[config.mk]
export PLATFORM = sky130hd
export DESIGN_NAME = qam_demapper
export DESIGN_NICKNAME = d
export VERILOG_FILES = /design/src/rtl/qam_demapper.sv
export SDC_FILE = /design/constraint.sdc
export NUM_CORES = 1
export LEC_CHECK = 0
export CAP_MARGIN = 5
export CORE_ASPECT_RATIO = 0.9
export CORE_UTILIZATION = 49
export DETAILED_ROUTE_END_ITERATION = 16
export PLACE_DENSITY = 0.81
export RECOVER_POWER = 50
export SETUP_SLACK_MARGIN = 0.02
export SLEW_MARGIN = 0
export SYNTH_ARGS = -nofsm -noshare
export SYNTH_HDL_FRONTEND = slang
export SYNTH_SLANG_ARGS = --single-unit
[constraint.sdc]
create_clock -name aclk -period 2.41 [get_ports aclk]
set_input_delay 0.3615 -clock aclk [delete_from_list [all_inputs] [get_ports aclk]]
set_output_delay 0.3615 -clock aclk [all_outputs]
set_load 0.01 [all_outputs]
[src/rtl/qam_demapper.sv]
// 64-QAM receive demapper: frames FFT output, hard-slices enabled data bins to
// 6-bit symbols and repacks them MSB-first into B-bit bytes with carry-over.
module qam_demapper #(
    parameter int unsigned B          = 8,
    parameter int unsigned N          = 16,
    parameter int unsigned LOG2M      = 6,
    parameter int unsigned DATA_FIRST = 9,
    parameter int unsigned DATA_LAST  = 14,
    parameter int unsigned SB_SIZE    = 3,
    parameter int          T1         = 9354,
    parameter int          T2         = 18707,
    parameter int          T3         = 28060
) (
    input  logic         aclk,
    input  logic         reset_n,
    input  logic [7:0]   carrier_control,
    input  logic [31:0]  s_data_in,
    input  logic         s_dvalid,
    output logic         s_dready,
    input  logic         s_dlast,
    output logic [B-1:0] m_data_out,
    output logic         m_dvalid,
    input  logic         m_dready,
    output logic         m_dlast,
    output logic         frame_err,
    output logic [5:0]   m_bin_index
);

    localparam int unsigned FftInputs = 2 * N;
    localparam int unsigned CntW      = $clog2(B);
    localparam int unsigned CatW      = B + LOG2M;

    typedef enum logic [0:0] {StAcq, StRun} state_e;

    state_e             state_q;
    logic [5:0]         bin_q;
    logic               frame_err_q;

    logic [LOG2M-1:0]   sym_q;
    logic               sym_vld_q;
    logic               sym_last_q;

    logic [B-1:0]       acc_q, acc_d;
    logic [CntW-1:0]    acc_cnt_q, acc_cnt_d;
    logic [B-1:0]       m_data_out_q, m_data_out_d;
    logic               m_dvalid_q, m_dvalid_d;
    logic               m_dlast_q, m_dlast_d;

    logic               accept;
    logic               bin_last;
    logic               frame_mismatch;
    logic [63:0]        en_vec;
    logic [5:0]         last_bin;
    logic [CatW-1:0]    cat;
    logic [CatW-1:0]    rem_mask;
    int                 fill;

    // Map a signed axis value onto the Gray-coded 3-bit level code.
    function automatic logic [2:0] slice_axis(input logic signed [15:0] v);
        int sv;
        sv = int'(v);
        if (sv >= T3)       return 3'b100;  // +7
        else if (sv >= T2)  return 3'b101;  // +5
        else if (sv >= T1)  return 3'b111;  // +3
        else if (sv >= 0)   return 3'b110;  // +1
        else if (sv >= -T1) return 3'b010;  // -1
        else if (sv >= -T2) return 3'b011;  // -3
        else if (sv >= -T3) return 3'b001;  // -5
        else                return 3'b000;  // -7
    endfunction

    // A stalled output byte freezes every stage, including input acceptance.
    assign s_dready       = !m_dvalid_q || m_dready;
    assign accept         = s_dvalid && s_dready;
    assign bin_last       = (bin_q == 6'(FftInputs - 1));
    assign frame_mismatch = s_dlast ^ bin_last;

    // Per-bin enable from the sub-band mask; only data bins can ever be set.
    always_comb begin
        en_vec   = '0;
        last_bin = '0;
        for (int k = DATA_FIRST; k <= DATA_LAST; k++) begin
            en_vec[6'(k)] = carrier_control[3'((k - 3) / SB_SIZE + 3)];
        end
        for (int k = DATA_FIRST; k <= DATA_LAST; k++) begin
            if (en_vec[6'(k)]) last_bin = 6'(k);
        end
    end

    // Frame tracker: acquire on s_dlast, then count bins and flag length errors.
    always_ff @(posedge aclk or negedge reset_n) begin
        if (!reset_n) begin
            state_q     <= StAcq;
            bin_q       <= '0;
            frame_err_q <= 1'b0;
        end else begin
            frame_err_q <= 1'b0;
            if (accept) begin
                unique case (state_q)
                    StAcq: begin
                        if (s_dlast) begin
                            state_q <= StRun;
                            bin_q   <= '0;
                        end
                    end
                    StRun: begin
                        if (frame_mismatch) begin
                            frame_err_q <= 1'b1;
                            bin_q       <= '0;
                        end else if (bin_last) begin
                            bin_q <= '0;
                        end else begin
                            bin_q <= bin_q + 6'd1;
                        end
                    end
                    default: state_q <= StAcq;
                endcase
            end
        end
    end

    // Stage 1: register the sliced symbol and whether it closes the frame's data.
    always_ff @(posedge aclk or negedge reset_n) begin
        if (!reset_n) begin
            sym_q      <= '0;
            sym_vld_q  <= 1'b0;
            sym_last_q <= 1'b0;
        end else if (s_dready) begin
            sym_vld_q  <= accept && (state_q == StRun) && en_vec[bin_q];
            sym_last_q <= accept && (state_q == StRun) && en_vec[bin_q] && (bin_q == last_bin);
            sym_q      <= {slice_axis(s_data_in[31:16]), slice_axis(s_data_in[15:0])};
        end
    end

    // Stage 2 next state: append symbol to the accumulator, emit a byte once full.
    always_comb begin
        acc_d        = acc_q;
        acc_cnt_d    = acc_cnt_q;
        m_data_out_d = m_data_out_q;
        m_dvalid_d   = 1'b0;
        m_dlast_d    = 1'b0;
        cat          = {acc_q, sym_q};
        fill         = int'(acc_cnt_q) + int'(LOG2M);
        rem_mask     = '0;
        if (sym_vld_q) begin
            if (fill >= int'(B)) begin
                // Unused accumulator bits stay zero, so the top B of 'fill' bits land low.
                rem_mask     = (CatW'(1) << (fill - int'(B))) - CatW'(1);
                m_data_out_d = B'(cat >> (fill - int'(B)));
                m_dvalid_d   = 1'b1;
                m_dlast_d    = sym_last_q;
                acc_d        = B'(cat & rem_mask);
                acc_cnt_d    = CntW'(fill - int'(B));
            end else begin
                acc_d        = B'(cat);
                acc_cnt_d    = CntW'(fill);
            end
        end
    end

    // Stage 2 registers: accumulator and the held output byte.
    always_ff @(posedge aclk or negedge reset_n) begin
        if (!reset_n) begin
            acc_q        <= '0;
            acc_cnt_q    <= '0;
            m_data_out_q <= '0;
            m_dvalid_q   <= 1'b0;
            m_dlast_q    <= 1'b0;
        end else if (s_dready) begin
            acc_q        <= acc_d;
            acc_cnt_q    <= acc_cnt_d;
            m_data_out_q <= m_data_out_d;
            m_dvalid_q   <= m_dvalid_d;
            m_dlast_q    <= m_dlast_d;
        end
    end

    assign m_data_out  = m_data_out_q;
    assign m_dvalid    = m_dvalid_q;
    assign m_dlast     = m_dlast_q;
    assign frame_err   = frame_err_q;
    assign m_bin_index = bin_q;

endmodule
==> impl_metrics.py <==
metrics = {
    "layout": {
        "fin_cells": 396,
        "areaGrowthSynthToFinish_pct": 28.4,
        "nets": 382,
        "layout-drive-gt1-share": 0.0749,
        "antenna_cells": 0,
        "final_cell_mix": "54 x clkdlybuf4s50_1, 50 x nand2_1, 36 x dfrtp_1",
        "nFillCells": 390,
        "final_common_cell": "clkdlybuf4s50_1",
    },
    "clock_network": {
        "cts_buffers": 5,
        "clockRootBuffer": "clkbuf_8",
        "tritoncts": "built",
        "path_clk_slew_ns": 0.07,
        "cts_setup_buffers": 0,
        "cts_resized": 0,
        "clockBufferDepth": 2,
        "h-tree-depth": 2,
        "hold_buffers": 0,
        "clk_latency_ns": 0.29,
        "numClockSinks": 36,
    },
    "routing": {
        "drt_iter0_drc": 116,
        "drt_pass1_iterations": 4,
        "ant_nets": 0,
        "detail_route.wl_per_cell_um": 13.9,
        "vias_per_cell": 5.82,
        "drc": 0,
        "vias": 2303,
        "routed_wl_um": 5520,
    },
    "sta": {
        "final_max_slew_viol_count": 0,
        "setup_viol": 0,
        "fin_skew_ns": 0.00942,
        "fmax_ghz": 0.471,
        "period_needed_ns": 2.12,
        "worst_pin_slew_ns": 0.870,
        "period_share": 0.881,
        "tns_ns": 0,
        "hold_violations": 0,
        "slew_headroom": 0.420,
        "rsz0062_at_grt": "false",
    },
    "place": {
        "gp_congestion": 0.861,
        "portBuffers": 56,
        "placed_cells": 388,
        "hpwl_um": 4110,
    },
    "yosys": {
        "yosysWarningCount": 0,
        "syn_avg_cell_area_um2": 8.47,
        "syn_area_um2": 2390,
        "yosysSeqAreaShare": 0.377,
        "yosysUniqueCellTypes": 58,
        "synth_seq_cells": 36,
        "synthArstFlopShare": 1.00,
        "syn_nets": 331,
        "syn_inst": 282,
        "synth-main-ff-cell": "dfrtp_1",
        "synth_edf_count": 0,
    },
    "job": {
        "cap_violations": 0,
    },
    "critical_path": {
        "r2r-end": "m_data_out[5]$_DFFE_PN0P_",
        "endpoint": "s_dready",
        "worst-path-stages": 4,
        "crit_chain": "dlygate4sd3_1, nor2b_4, clkinv_8, clkdlybuf4s50_1",
        "cp_slowest_cell": "dlygate4sd3_1",
        "r2r_start": "acc_cnt_q[1]$_DFFE_PN0P_",
        "cp.required_ns": 2.05,
        "crit_buf_inv": 3,
        "crit_path_start": "m_dready",
        "arrival_ns": 1.76,
        "end_kind": "output port",
        "r2r_slack_ns": 0.57,
        "cp-start-kind": "input pin",
        "ff2ff_path_depth": 5,
        "worstPathMaxFanout": 16,
        "critical_path_class": "input pin to output port",
        "cp_slowest_stage_delay_ns": 0.57,
        "crit_family": "buffers and inverters",
    },
    "floorplan": {
        "start_util": 0.522,
        "die_w_um": 75.6,
        "io_pins": 63,
        "die_h_um": 68.2,
        "die-area_um2": 5160,
        "core-area_um2": 4580,
        "rows": 23,
    },
    "global_routing": {
        "grt_pass1_wl_um": 9210,
        "grt_overflow": 0,
        "grt_usage": 0.235,
        "antenna_found_initial": 0,
        "grt_start_max_net_pins": 37,
        "grt_pass1_vias": 2032,
    },
    "power_and_ir_drop": {
        "p_leak_nw": 1.21,
        "pwr_density_cell_nw_per_um2": 455,
        "ir_drop_v": 0.000243,
    },
    "worst_hold_path": {
        "hp-class": "flop to flop",
    },
    "status": {
        "status": "completed",
    },
}
power by group:
group / total (mW) / internal [mW] / switching, mW / leakage, nW
Sequential: 0.655 / 0.627 / 0.0280 / 0.458
Clock: 0.439 / 0.232 / 0.207 / 0.0445
Combinational: 0.299 / 0.149 / 0.150 / 0.712
Total: 1.39 / 1.01 / 0.385 / 1.21
tightest hold or removal path: stages, from the launching register on:
cell and delay [ns]:
dfrtp_1 0.34, nand2_1 0.05, nand2_1 0.05
synth_stat cells (4+ instances only):
master,n,area (um^2)
dfrtp_1,36,901
a211o_1,4,35.0
o211ai_1,5,37.5
inv_1,5,18.8
nor2b_1,5,31.3
o31ai_1,4,30.0
a31oi_1,7,43.8
ha_1,4,50.1
clkbuf_1,13,48.8
nor2_1,21,78.8
mux2i_1,5,50.1
o21ai_0,30,150
nand3_1,7,35.0
nand4_1,5,31.3
a21oi_1,13,65.1
nand2_1,50,188
a31o_2,4,35.0
cell type report:
class / instances / area, um^2 / area share
inverters: 6 / 35.0 / 0.0114
multi-input cells: 223 / 1370 / 0.445
flip-flops and latches: 36 / 901 / 0.294
well taps: 62 / 77.6 / 0.0253
clock inverters: 1 / 7.51 / 0.00245
repair buffers: 61 / 592 / 0.193
clock buffers: 7 / 86.3 / 0.0282
kinds of logic after synthesis:
family	share of synthesized area
AND/OR/NAND/NOR	0.228
adder cells (fa/ha/maj)	0.0210
AO/OA/AOI/OAI	0.268
flip-flops	0.377
XOR/XNOR	0.0110
buffers and inverters	0.0456
multiplexers	0.0493
routing by layer:
metal | up-vias | global-route usage | share of wire
li1 | 1156 | - | -
met1 | 1070 | 0.335 | 0.49
met2 | 73 | 0.359 | 0.46
met3 | 4 | 0.0457 | 0.047
met4 | 0 | 0.0764 | 0.0054
met5 | - | 0 | 0
metrics by stage:
stage                     setup WS (ns)  hold WS (ns)  area (um^2)   util  power, mW
after floorplan                   0.432        0.0659         2390      -      0.816
after global placement            0.335         0.463         2990  0.653      0.958
after detailed placement          0.322         0.465         2990  0.653      0.967
after CTS                         0.398         0.483         3080  0.674       1.41
after global routing              0.260         0.501         3060  0.670       1.46
final                             0.288         0.476         3060  0.670       1.39
sequential cells by signal, indices dropped and copies added (netlist names):
name,flops
acc_q,8
m_data_out,8
m_bin_index,6
sym_q,6
acc_cnt_q,2
frame_err,1
m_dlast,1
m_dvalid,1
state_q,1
sym_last_q,1
sym_vld_q,1
how the worst min path moves through the flow:
stage                               from                   endpoint  depth (start not counted)
4_1_cts        m_data_out[1]$_DFFE_PN0P_  m_data_out[1]$_DFFE_PN0P_                          2
6_report       m_data_out[7]$_DFFE_PN0P_  m_data_out[7]$_DFFE_PN0P_                          2
5_1_grt             acc_q[6]$_DFFE_PN0P_       acc_q[6]$_DFFE_PN0P_                          2
2_1_floorplan                    reset_n   acc_cnt_q[1]$_DFFE_PN0P_                          0
3_5_place_dp   m_data_out[7]$_DFFE_PN0P_  m_data_out[7]$_DFFE_PN0P_                          2
3_3_place_gp   m_data_out[4]$_DFFE_PN0P_  m_data_out[4]$_DFFE_PN0P_                          2
Power figures use the tool's default switching activity.
